==> src/rtl/if_fetch_unit.sv <==
// -----------------------------------------------------------------------------
// if_fetch_unit -- instruction-fetch stage
//
// Owns the fetch PC, issues in-order word requests to instruction memory,
// buffers the returned words (with their PCs) in a small FIFO and presents the
// FIFO head to decode. A taken branch from EX flushes the FIFO, redirects the
// PC and arranges for every response still in flight to be discarded.
//
// Parameters
//   RESET_PC  first PC fetched after reset
//   QDEPTH    FIFO entries (power of 2, >=2); also the max fetches in flight
//
// Ports
//   clk, rst                 clock, synchronous active-high reset
//   ex_take_branch_in        redirect request from EX
//   ex_target_PC_in          redirect target
//   id_stall_in              decode cannot accept this cycle
//   imem_req_valid/addr      fetch request (word aligned address)
//   imem_req_ready           memory accepts the request this cycle
//   imem_resp_valid/data     in-order instruction response
//   if_id_PC/NPC/IR          head entry (PC, PC+4, word; NOP when empty)
//   if_id_valid_inst         head entry valid
//   if_misalign_out          sticky misaligned-redirect flag
//                            (only when IF_MISALIGN_TRAP_EN is defined)
//
// Build option
//   IF_MISALIGN_TRAP_EN  when defined, a redirect to a non-word-aligned target
//                        raises if_misalign_out and halts fetching until the
//                        next aligned redirect. When undefined the port is
//                        absent and the target's low two bits are ignored.
// -----------------------------------------------------------------------------
module if_fetch_unit #(
   parameter logic [31:0] RESET_PC = 32'h0,
   parameter int          QDEPTH   = 4
) (
   input  logic        clk,
   input  logic        rst,
   input  logic        ex_take_branch_in,
   input  logic [31:0] ex_target_PC_in,
   input  logic        id_stall_in,
   output logic        imem_req_valid,
   output logic [31:0] imem_req_addr,
   input  logic        imem_req_ready,
   input  logic        imem_resp_valid,
   input  logic [31:0] imem_resp_data,
   output logic [31:0] if_id_PC,
   output logic [31:0] if_id_NPC,
   output logic [31:0] if_id_IR,
   output logic        if_id_valid_inst
`ifdef IF_MISALIGN_TRAP_EN
   ,
   output logic        if_misalign_out
`endif
);

   localparam int AW = (QDEPTH > 1) ? $clog2(QDEPTH) : 1;
   localparam int CW = AW + 1;
   // Drops can pile up across back-to-back redirects against a slow memory,
   // so the drop counter is made wider than the credit counters.
   localparam int DW = 16;
   localparam logic [CW:0]  QDEPTH_W = (CW + 1)'(QDEPTH);
   localparam logic [31:0]  NOP      = 32'h0000_0013;

   logic [31:0]   fetch_pc;
   logic [31:0]   inflight_pc [QDEPTH];
   logic [31:0]   pc_mem      [QDEPTH];
   logic [31:0]   ir_mem      [QDEPTH];
   logic [AW-1:0] rd_ptr, wr_ptr, pq_rd, pq_wr;
   logic [CW-1:0] fifo_count, outstanding;
   logic [DW-1:0] drop_cnt;
   logic [CW:0]   in_use;
   logic [31:0]   target_aligned;
   logic          misalign;
   logic          redirect, req_fire, resp_keep, resp_drop, head_valid, pop;

   assign redirect       = ex_take_branch_in;
   assign target_aligned = ex_target_PC_in & ~32'h3;

   // Credit: buffered plus in-flight entries never exceed the FIFO depth,
   // so every accepted response is guaranteed a free slot.
   assign in_use         = {1'b0, fifo_count} + {1'b0, outstanding};
   assign imem_req_valid = !rst && !redirect && !misalign && (in_use < QDEPTH_W);
   assign imem_req_addr  = fetch_pc;
   assign req_fire       = imem_req_valid && imem_req_ready;

   // A response in the redirect cycle is covered by the drop accounting below.
   assign resp_keep  = imem_resp_valid && !redirect && (drop_cnt == '0);
   assign resp_drop  = imem_resp_valid && !redirect && (drop_cnt != '0);

   assign head_valid = (fifo_count != '0);
   assign pop        = head_valid && !id_stall_in && !redirect;

   assign if_id_valid_inst = head_valid;
   assign if_id_PC         = head_valid ? pc_mem[rd_ptr] : 32'h0;
   assign if_id_IR         = head_valid ? ir_mem[rd_ptr] : NOP;
   assign if_id_NPC        = if_id_PC + 32'd4;

   // ---- control state: PC, pointers, credit and drop counters ----
   always_ff @(posedge clk) begin
      if (rst) begin
         fetch_pc    <= RESET_PC;
         rd_ptr      <= '0;
         wr_ptr      <= '0;
         pq_rd       <= '0;
         pq_wr       <= '0;
         fifo_count  <= '0;
         outstanding <= '0;
         drop_cnt    <= '0;
      end else if (redirect) begin
         // Everything in flight (minus a response landing right now) becomes
         // a future drop, on top of drops still pending from earlier redirects.
         fetch_pc    <= target_aligned;
         rd_ptr      <= '0;
         wr_ptr      <= '0;
         pq_rd       <= '0;
         pq_wr       <= '0;
         fifo_count  <= '0;
         outstanding <= '0;
         drop_cnt    <= drop_cnt + DW'(outstanding) - DW'(imem_resp_valid);
      end else begin
         if (req_fire) begin
            fetch_pc <= fetch_pc + 32'd4;
            pq_wr    <= pq_wr + AW'(1);
         end
         if (resp_drop) drop_cnt <= drop_cnt - DW'(1);
         if (resp_keep) begin
            wr_ptr <= wr_ptr + AW'(1);
            pq_rd  <= pq_rd + AW'(1);
         end
         if (pop) rd_ptr <= rd_ptr + AW'(1);
         outstanding <= outstanding + CW'(req_fire) - CW'(resp_keep);
         fifo_count  <= fifo_count + CW'(resp_keep) - CW'(pop);
      end
   end

   // ---- data storage: in-flight PCs and the instruction FIFO ----
   always_ff @(posedge clk) begin
      if (req_fire) inflight_pc[pq_wr] <= fetch_pc;
      if (resp_keep) begin
         pc_mem[wr_ptr] <= inflight_pc[pq_rd];
         ir_mem[wr_ptr] <= imem_resp_data;
      end
   end

`ifdef IF_MISALIGN_TRAP_EN
   always_ff @(posedge clk) begin
      if (rst)           misalign <= 1'b0;
      else if (redirect) misalign <= (ex_target_PC_in[1:0] != 2'b00);
   end
   assign if_misalign_out = misalign;
`else
   assign misalign = 1'b0;
`endif

endmodule

==> config.mk <==
export PLATFORM = sky130hd
export DESIGN_NAME = if_fetch_unit
export DESIGN_NICKNAME = d
export VERILOG_FILES = /design/src/rtl/if_fetch_unit.sv
export SDC_FILE = /design/constraint.sdc
export NUM_CORES = 1
export LEC_CHECK = 0
export BUFFER_PORTS_ARGS = -buffer_cell sky130_fd_sc_hd__buf_2
export CAP_MARGIN = 15
export CORE_MARGIN = 10
export CORE_UTILIZATION = 55
export CTS_CLUSTER_SIZE = 16
export DETAILED_ROUTE_END_ITERATION = 6
export HOLD_SLACK_MARGIN = 0.06
export PLACE_DENSITY_LB_ADDON = 0.05
export RECOVER_POWER = 25
export SLEW_MARGIN = 30
export SYNTH_ARGS = -nofsm -noshare
export SYNTH_HDL_FRONTEND = slang
export SYNTH_SLANG_ARGS = --single-unit
==> constraint.sdc <==
create_clock -name clk -period 6.9 [get_ports clk]
set_input_delay 0.345 -clock clk [delete_from_list [all_inputs] [get_ports clk]]
set_output_delay 0.345 -clock clk [all_outputs]
set_load 0.01 [all_outputs]
After elaboration in Yosys (flattened, before gate mapping) --
Memory sizes are Yosys's and may differ from the RTL's. A register that Yosys moved wholly into a read port is not among the register bits. Cells that the tools add are included.
Word-level totals: register bits after elaboration 62, RAM bits 384, input port bits 70, output and inout bits 130, memories kept 3
Memories:
- inflight_pc | words 4, width 32, rd ports 1, clocked after memory_dff 1, wr ports 1, line 65 | logic [31:0] inflight_pc [QDEPTH];
- ir_mem | words 4, width 32, rd ports 1, clocked after memory_dff 1, wr ports 1, line 67 | logic [31:0] ir_mem [QDEPTH];
- pc_mem | words 4, width 32, rd ports 1, clocked after memory_dff 1, wr ports 1, line 66 | logic [31:0] pc_mem [QDEPTH];
Operators by class: add/sub/neg operators 14, magnitude comparators 1, mux-type cells 16, reduce and logical (&&, ||, !) cells 17
Operator list (number):
- 2-to-1 mux 32 bit | 4
- adder 32 x 3 -> 32 bit (second input constant) | 2
- 2-to-1 mux 16 bit | 2
- adder 16 x 3 -> 16 bit | 1
- logical NOT 16 bit | 1
- nonzero test 16 bit | 1
- subtractor 16 x 1 -> 16 bit | 1
- subtractor 16 x 1 -> 16 bit (second input constant) | 1
- 2-to-1 mux 2 bit | 6
- adder 2 x 1 -> 2 bit (second input constant) | 4
- logical AND 1 bit | 8
- adder 3 x 1 -> 3 bit | 2
- subtractor 3 x 1 -> 3 bit | 2
- adder 3 x 3 -> 4 bit | 1
- < comparator 4 x 3 -> 1 bit (second input constant) | 1
- 2-to-1 mux 1 bit | 4
- nonzero test 2 bit | 2
- logical NOT 1 bit | 3
- nonzero test 3 bit | 1
- OR reduction 2 bit | 1

Longest topological paths before layout --
Gate-level depths: netlist (run 1).
depth in word-level cells 6, gate-level depth with buffers 16

Worst setup path after synthesis (run 1) --
OpenSTA, ideal clock, no wires.
path type reg-to-reg, start point register drop_cnt[0], end point memory ir_mem[0][0] (enable), arrival time 3424 ps, slack 3049 ps, stages on the path, launching flop included 9, path buffers 2, path through dfxtp_1 -> inv_1 -> ha_1 -> or3b_1 -> clkbuf_1 -> or4_1 -> clkbuf_1 -> nor2_2 -> and2_1
Between the ends: word-level cells in the longest chain between the ends 4
RTL lines:
- start, declared | line 70 | logic [DW-1:0] drop_cnt;
- start signal, assigned | line 119 | drop_cnt <= drop_cnt + DW'(outstanding) - DW'(imem_resp_valid);
- start signal, assigned | line 125 | if (resp_drop) drop_cnt <= drop_cnt - DW'(1);
- logical NOT 16 bit | line 87 | assign resp_keep = imem_resp_valid && !redirect && (drop_cnt == '0);
- logical AND 1 bit | line 87
- via resp_keep | line 74 | logic redirect, req_fire, resp_keep, resp_drop, head_valid, pop;
- 2-to-1 mux 1 bit | line 139 | if (resp_keep) begin
- 2-to-1 mux 1 bit (not written as such) | line 141 | ir_mem[wr_ptr] <= imem_resp_data;
- end, declared | line 67
The timed path passes the listed nets, and every way through them passes these cells.

==> results of run 1 <==
where the power goes:
group / leakage (nW) / total, mW / internal (mW) / switching, mW
clock: 0.718 / 2.36 / 1.42 / 0.948
sequential: 3.90 / 2.94 / 2.88 / 0.0535
combinational: 3.45 / 0.921 / 0.396 / 0.525
total: 8.07 / 6.22 / 4.70 / 1.53
logic make-up (layout without fill, tap and decap cells):
family          count (synthesis)  count (layout)  synth area share
xor+xnor                       70              70           0.03203
flops                         432             432            0.6442
buf+inv                       125             397           0.02935
mux                           101             101            0.1163
compound gates                149             149           0.05268
other cells                     1               6         0.0001959
simple gates                  334             334           0.08811
fa+ha+maj                      55              55           0.03713
cell usage after synthesis, types with 3 or more instances:
library cell,instances
inv_1,61
nor2b_1,6
a21oi_1,43
or2_2,6
dfxtp_1,64
fa_1,3
xor2_1,17
nand4_1,15
mux4_1,13
nand2b_1,6
clkbuf_1,33
o21bai_1,3
buf_2,9
a31oi_1,9
nor2_1,73
edfxtp_1,368
a211oi_1,23
a22oi_1,3
o21ai_0,32
mux2i_1,6
buf_4,8
nand3_1,38
buf_1,8
o22ai_1,4
and4_1,4
a21o_1,3
and2_1,66
xnor2_1,53
mux4_2,80
nand2_1,73
a211o_1,3
nor3_1,19
and3_1,11
a221oi_1,4
nor4_1,7
ha_1,52
final cells by class:
class | count | area share
Timing Repair Buffer | 254 | 0.06832
Clock inverter | 25 | 0.01161
Tap cell | 455 | 0.02540
Sequential cell | 432 | 0.5506
Inverter | 63 | 0.01055
Clock buffer | 55 | 0.05330
Multi-Input combinational cell | 715 | 0.2803
path summary, 6_finish.rpt:
| check | from | end | cells past startpoint |
|---|---|---|---|
| setup reg to reg | drop_cnt[0]$_SDFFE_PP0P_ | ir_mem[1][26]$_DFFE_PP_ | 7 |
| hold / removal | ex_target_PC_in[13] | imem_req_addr[13]$_SDFFE_PP0P_ | 3 |
| hold reg to reg | pq_wr[1]$_SDFFE_PP0P_ | pq_wr[1]$_SDFFE_PP0P_ | 2 |
| setup / recovery | flop | if_id_NPC[26] | 10 |
stage by stage:
step | instances | hold WS [ns] | setup WS [ns] | power, mW | util
6_report | 1999 | 0.07879 | 2.433 | 6.222 | 0.6505
5_1_grt | 1999 | 0.08677 | 2.072 | 6.513 | 0.6505
4_1_cts | 1999 | 0.06272 | 2.333 | 6.281 | 0.6517
3_5_place_dp | 1870 | 0.4972 | 2.930 | 3.887 | 0.5952
3_3_place_gp | 1869 | 0.4812 | 2.789 | 3.878 | 0.5944
2_1_floorplan | 1272 | 0.4439 | 3.049 | 3.671 | -
repair_timing:
| action | in CTS | in global routing |
|---|---|---|
| gates resized for setup | 0 | 0 |
| hold endpoints to repair | 145 | 0 |
| hold buffers | 49 | 0 |
worst max-delay path: cells and delay by family, from the launching register on:
kind,cells,cell delay (ns)
AO/OA/AOI/OAI,1,0.62
multiplexers,1,0.35
flip-flops,1,0.59
XOR/XNOR,1,0.17
buffers and inverters,2,0.77
adder cells (fa/ha/maj),1,0.24
AND/OR/NAND/NOR,4,0.83
layer usage:
metal / global-route usage / vias to the layer above
li1: - / 5296
met1: 0.2641 / 5567
met2: 0.2935 / 300
met3: 0.03402 / 55
met4: 0.04457 / 0
met5: 0 / -
registers in the layout (all words and copies together) (netlist names), 3 cells and up, named ones only:
| signal | count |
|---|---|
| drop_cnt | 16 |
| fifo_count | 3 |
| imem_req_addr | 30 |
| inflight_pc | 120 |
| ir_mem | 128 |
| outstanding | 3 |
| pc_mem | 120 |
==> key figures, run 1 <==
STA
  • Clock skew: 0.01558 ns
  • RSZ-0062 raised after global routing: no
  • Final setup TNS: 0 ns
  • Worst-Margin Slew: 0.9094 ns
  • Max Fclk: 223.9 MHz
  • Slew Limit Fails: 0
  • Final period util: 0.6474
  • Max-slew headroom: 0.3937
  • Min cycle time layout: 4.467 ns
  • Final hold violations: 0
  • Final setup viols: 0

Job
  • Max_cap viols: 0

Synthesis
  • Post-Syn Area: 19,140 um^2
  • Post-synth EDFFs: 368
  • Prevailing post-synth register cell: edfxtp_1
  • Mean post-synth cell area: 15.11 um^2
  • Yosys cell types: 70
  • Async SR Flop Fraction: 0
  • Mapped Cells: 1,267
  • #FFs+latches synth: 432
  • Seq/Total Area, Yosys: 0.6442
  • Top cell type's share of synthesized area: 0.5773
  • Synth area leaders: edfxtp_1 58%, mux4_2 9.4%, dfxtp_1 6.7%
  • Cell taking the most area after synthesis: edfxtp_1
  • Yosys warns: 0

Worst setup path
  • CP required: 6.55 ns
  • Flop2flop setup slack: 3.06 ns
  • Worst Setup Path Type: flop to output pin
  • Crit-path cells: buf_4 > mux4_1 > and2_1 > ha_1 > nand3_1 > or2_2 > a2111oi_4 > nand4_1 > xnor2_1 > buf_2
  • Critical Path Fanout Max: 51
  • Critical path endpoint category: output pin
  • Startpoint types: flop
  • Critical path arrival: 4.12 ns
  • Slowest library cell on the worst path: buf_4
  • Crit-path max cell delay: 0.62 ns

Clock tree
  • Worst-Skew Late Latency: 0.54 ns
  • Clk sinks: 432
  • Clk slew on worst S/H paths: 0.06 ns
  • Clock root cell: clkbuf_16
  • Htree depth: 2
  • Setup repair bufs after CTS: 0
  • Clock Tree Buf Depth: 3
  • Num CTS Buffers: 44
  • CTS tree: done

Pwr
  • Worst VDD drop: 0.2145 mV
  • Static Leak: 8.067 nW
  • PD cells: 277.6 nW/um^2

Hold path
  • Hold WC Path Type: primary input to flop

Routing
  • Met3 Wirelength: 2589 um
  • Initial DRC count: 674
  • Final WL: 39,620 um
  • DRC errors left: 0
  • Met2 wire len: 18,230 um
  • DRT Pass-1 Iters: 5
  • Vias per cell: 5.612
  • DRT antenna net count: 0
  • Wl on met1: 18,140 um
  • Vias: 11,218
  • Wire per inst: 19.82 um
  • Top layer in use: met4

Die
  • Initial Utilization: 0.5555
  • Die H: 206.6 um
  • Row count: 68
  • Die Area: 42,670 um^2
  • Io pins: 200
  • Core area: 34,460 um^2
  • Die W: 206.6 um

GRT
  • Initial antenna violation count: 0
  • First-pass GRT wire length: 62,510 um
  • Gr usage total: 0.1857
  • Grt ovf: 0
  • Number of global-route vias before repair: 11,395
  • Pin count of the biggest net entering global routing: 57

Layout
  • Final net count: 1,635
  • Area growth syn-to-layout: 17.11%
  • # diodes: 0
  • Layout fillers: 2,536
  • Most frequent cells in the layout: 368 x edfxtp_1, 159 x buf_2, 80 x mux4_2
  • Register area: 12,340 um^2
  • Area of the multi-input gates: 6282 um^2
  • Commonest non-fill, non-tap cell in the layout: edfxtp_1
  • Final Cell Area: 22,420 um^2
  • Share of cells above drive strength 1: 0.2273

Place
  • DP Area: 20,510 um^2
  • Port Buffer Count: 191
  • Gp weighted congestion: 0.8223
  • Hpwl dp: 25,970 um

Run status
  • Status: finished, final reports clean
Note: power is estimated with default switching activity, not from simulation.
==> run 2: changes to the inputs <==
==> constraint.sdc (replaced) <==
create_clock -name clk -period 4.4 [get_ports clk]
set_input_delay 0.22 -clock clk [delete_from_list [all_inputs] [get_ports clk]]
set_output_delay 0.22 -clock clk [all_outputs]
set_load 0.01 [all_outputs]
==> run 2 against run 1 <==
  * Clock skew increased by 0.0023 ns
  * Combinational power increased by 59%
  * Die area unchanged
  * Worst hold slack improved by 0.060 ns
  * Register-to-register slack got worse by 2.1 ns
  * Critical endpoint is now if_id_NPC[31]
  * Power increased by 55%
  * Utilization increased by 0.38 points
  * Cell area increased by 0.59%
  * Worst setup slack got worse by 2.1 ns
  * Sequential cell count unchanged
==> key figures, run 2 (synthesis gave the netlist of run 1 again) <==
Die
  • Initial Utilization: 0.5555 (unchanged)
  • Io pins: 200 (unchanged)
  • Die W: 206.6 um (unchanged)
  • Row count: 68 (unchanged)
  • Core area: 34,460 um^2 (unchanged)
  • Die H: 206.6 um (unchanged)
  • Die Area: 42,670 um^2 (unchanged)

GRT
  • Gr usage total: 0.1894 (was 0.1857)
  • Pin count of the biggest net entering global routing: 63 (was 57)
  • Number of global-route vias before repair: 11,504 (was 11,395)
  • Grt ovf: 0 (unchanged)
  • Initial antenna violation count: 0 (unchanged)
  • First-pass GRT wire length: 63,590 um (was 62,510 um)

Routing
  • DRT antenna net count: 0 (unchanged)
  • Vias per cell: 5.568 (was 5.612)
  • Initial DRC count: 682 (was 674)
  • Final WL: 40,210 um (was 39,620 um)
  • DRT Pass-1 Iters: 5 (unchanged)
  • Vias: 11,241 (was 11,218)
  • Wire per inst: 19.92 um (was 19.82 um)
  • DRC errors left: 0 (unchanged)

Pwr
  • Gate power share: 0.152 (was 0.148)
  • Reg power frac: 0.479 (was 0.472)
  • Psw: 2.397 mW (was 1.527 mW)
  • Clock power frac: 0.369 (was 0.380)
  • PD cells: 426.9 nW/um^2 (was 277.6 nW/um^2)
  • Static Leak: 8.109 nW (was 8.067 nW)
  • Worst VDD drop: 0.2555 mV (was 0.2145 mV)
  • Power Internal: 7.230 mW (was 4.695 mW)
  • Switching Fraction: 0.2490 (was 0.2454)

STA
  • Worst-Margin Slew: 0.8320 ns (was 0.9094 ns)
  • Final period util: 0.9138
  • Min cycle time layout: 4.021 ns
  • Slew Limit Fails: 0 (unchanged)
  • Max Fclk: 248.7 MHz
  • Final setup TNS: 0 ns (unchanged)
  • Clock skew: 0.01788 ns (was 0.01558 ns)
  • Setup WS post-layout: 0.3792 ns (was 2.433 ns)
  • RSZ-0062 raised after global routing: no (unchanged)
  • Max-slew headroom: 0.4453 (was 0.3937)
  • Final setup viols: 0 (unchanged)
  • Final hold violations: 0 (unchanged)

Layout
  • Max reg flops: 128 (unchanged)
  • Area of the multi-input gates: 6277 um^2 (was 6282 um^2)
  • Biggest register: ir_mem (unchanged)
  • Util after Layout: 0.6544 (was 0.6505)
  • Share of cells above drive strength 1: 0.2206 (was 0.2273)
  • Commonest non-fill, non-tap cell in the layout: edfxtp_1 (unchanged)
  • Final net count: 1,654 (was 1,635)
  • Most frequent cells in the layout: 368 x edfxtp_1, 159 x buf_2, 80 x mux4_2 (unchanged)
  • Layout Cells excl Fill: 2,019 (was 1,999)
  • Area growth syn-to-layout: 17.79% (was 17.11%)
  • Regs by FF count: ir_mem x128, inflight_pc x120, pc_mem x120 (unchanged)
  • Register area: 12,340 um^2 (unchanged)
  • Layout fillers: 2,509 (was 2,536)
  • # diodes: 0 (unchanged)

Clock tree
  • Clk sinks: 432 (unchanged)
  • Clock Tree Buf Depth: 3 (unchanged)
  • Post-CTS Resized: 0 (unchanged)
  • Htree depth: 2 (unchanged)
  • Clock root cell: clkbuf_16 (unchanged)
  • Clk slew on worst S/H paths: 0.06 ns (about the same)
  • Worst-Skew Late Latency: 0.55 ns (was 0.54 ns)
  • CTS tree: done (unchanged)
  • Num CTS Buffers: 44 (unchanged)

Hold path
  • Worst Hold Depth: 3 (unchanged)
  • Hold WC Path Type: primary input to flop (unchanged)

Worst setup path
  • Slowest library cell on the worst path: a2111oi_4 (was buf_4)
  • Worst r2r path cells: 14 (was 7)
  • Flop2flop setup slack: 0.92 ns (was 3.06 ns)
  • Startpoint types: flop (unchanged)
  • CP required: 4.18 ns (was 6.55 ns)
  • Crit-path cells: nor3_2 > buf_4 > inv_2 > buf_4 > and2_0 > o2111ai_2 > a2111oi_4 > nand4_1 > xnor2_1 > buf_2 (was buf_4 > mux4_1 > and2_1 > ha_1 > nand3_1 > or2_2 > a2111oi_4 > nand4_1 > xnor2_1 > buf_2)
  • Critical Path Fanout Max: 24 (was 51)
  • Critical path arrival: 3.80 ns (was 4.12 ns)
  • CP most frequent cell: buf_4
  • Critical path endpoint category: output pin (unchanged)
  • Crit-path max cell delay: 0.78 ns (was 0.62 ns)
  • Worst Setup Path Type: flop to output pin (unchanged)

Place
  • Hpwl dp: 25,970 um (about the same)
  • Gp weighted congestion: 0.7981 (was 0.8223)
  • Port Buffer Count: 191 (unchanged)
  • Setup WS pre-CTS: 0.8712 ns (was 2.930 ns)
  • Post-Place Cells: 1,875 (was 1,870)

Run status
  • Status: finished, final reports clean (unchanged)

Job
  • Max_cap viols: 0 (unchanged)
## run 2: changes by cell type in the layout (fill, tap and decap cells not counted), sizes merged
cell	delta
dlygate4sd3	+14
buf	+5
clkinv	+3
clkbuf	-2
bufinv	-1
inv	+1
## run 2: power groups by stage
stage                     clock network, mW  logic [mW]  registers, mW
after floorplan                           0        1.08           4.68
after global placement                    0        1.40           4.69
after detailed placement                  0        1.41           4.69
after CTS                              3.64        1.46           4.61
after global routing                   3.81        1.65           4.62
final                                  3.56        1.46           4.61
## run 2: stage by stage
stage | area [um^2] | hold WS [ns] | power (mW)
after detailed placement | 20570 | 0.4393 | 6.099
after CTS | 22590 | 0.1150 | 9.708
after floorplan | 19160 | 0.3189 | 5.756
after global placement | 20570 | 0.4369 | 6.086
after global routing | 22550 | 0.1376 | 10.08
final | 22550 | 0.1388 | 9.627
## run 2: path summary, 6_finish.rpt
| path | from | endpoint |
|---|---|---|
| worst min-delay path | ex_take_branch_in | drop_cnt[2]$_SDFFE_PP0P_ |
| worst max-delay path | fifo_count[1]$_SDFF_PP0_ | if_id_NPC[31] |
| worst min register to register | pq_wr[1]$_SDFFE_PP0P_ | pq_wr[1]$_SDFFE_PP0P_ |
| worst max register to register | drop_cnt[0]$_SDFFE_PP0P_ | fifo_count[2]$_SDFF_PP0_ |
## run 2: what timing repair did
item | CTS | global route
hold buffers | 63 | 0
buffers inserted | 0 | 0
hold endpoints to repair | 159 | 0
## run 2: layer usage
layer / vias to the layer above / share of wire / global-route usage
met3: 51 / 0.064 / 0.03511
li1: 5337 / - / -
met5: - / 0 / 0
met1: 5528 / 0.46 / 0.2722
met4: 0 / 0.015 / 0.04613
met2: 325 / 0.46 / 0.2957
## run 2: area by class of cell
| cell class | count | area share |
|---|---|---|
| repair buffers | 273 | 0.07713 |
| inverters | 63 | 0.01049 |
| flip-flops and latches | 432 | 0.5474 |
| multi-input cells | 715 | 0.2784 |
| clock buffers | 53 | 0.05033 |
| well taps | 455 | 0.02525 |
| clock inverters | 28 | 0.01104 |
## run 2: critical path, delay by kind of cell, from the launching register on
family	cells	cell delay (ns)
XOR/XNOR	1	0.19
flip-flops	1	0.44
buffers and inverters	4	0.99
AND/OR/NAND/NOR	3	0.65
AO/OA/AOI/OAI	2	0.98
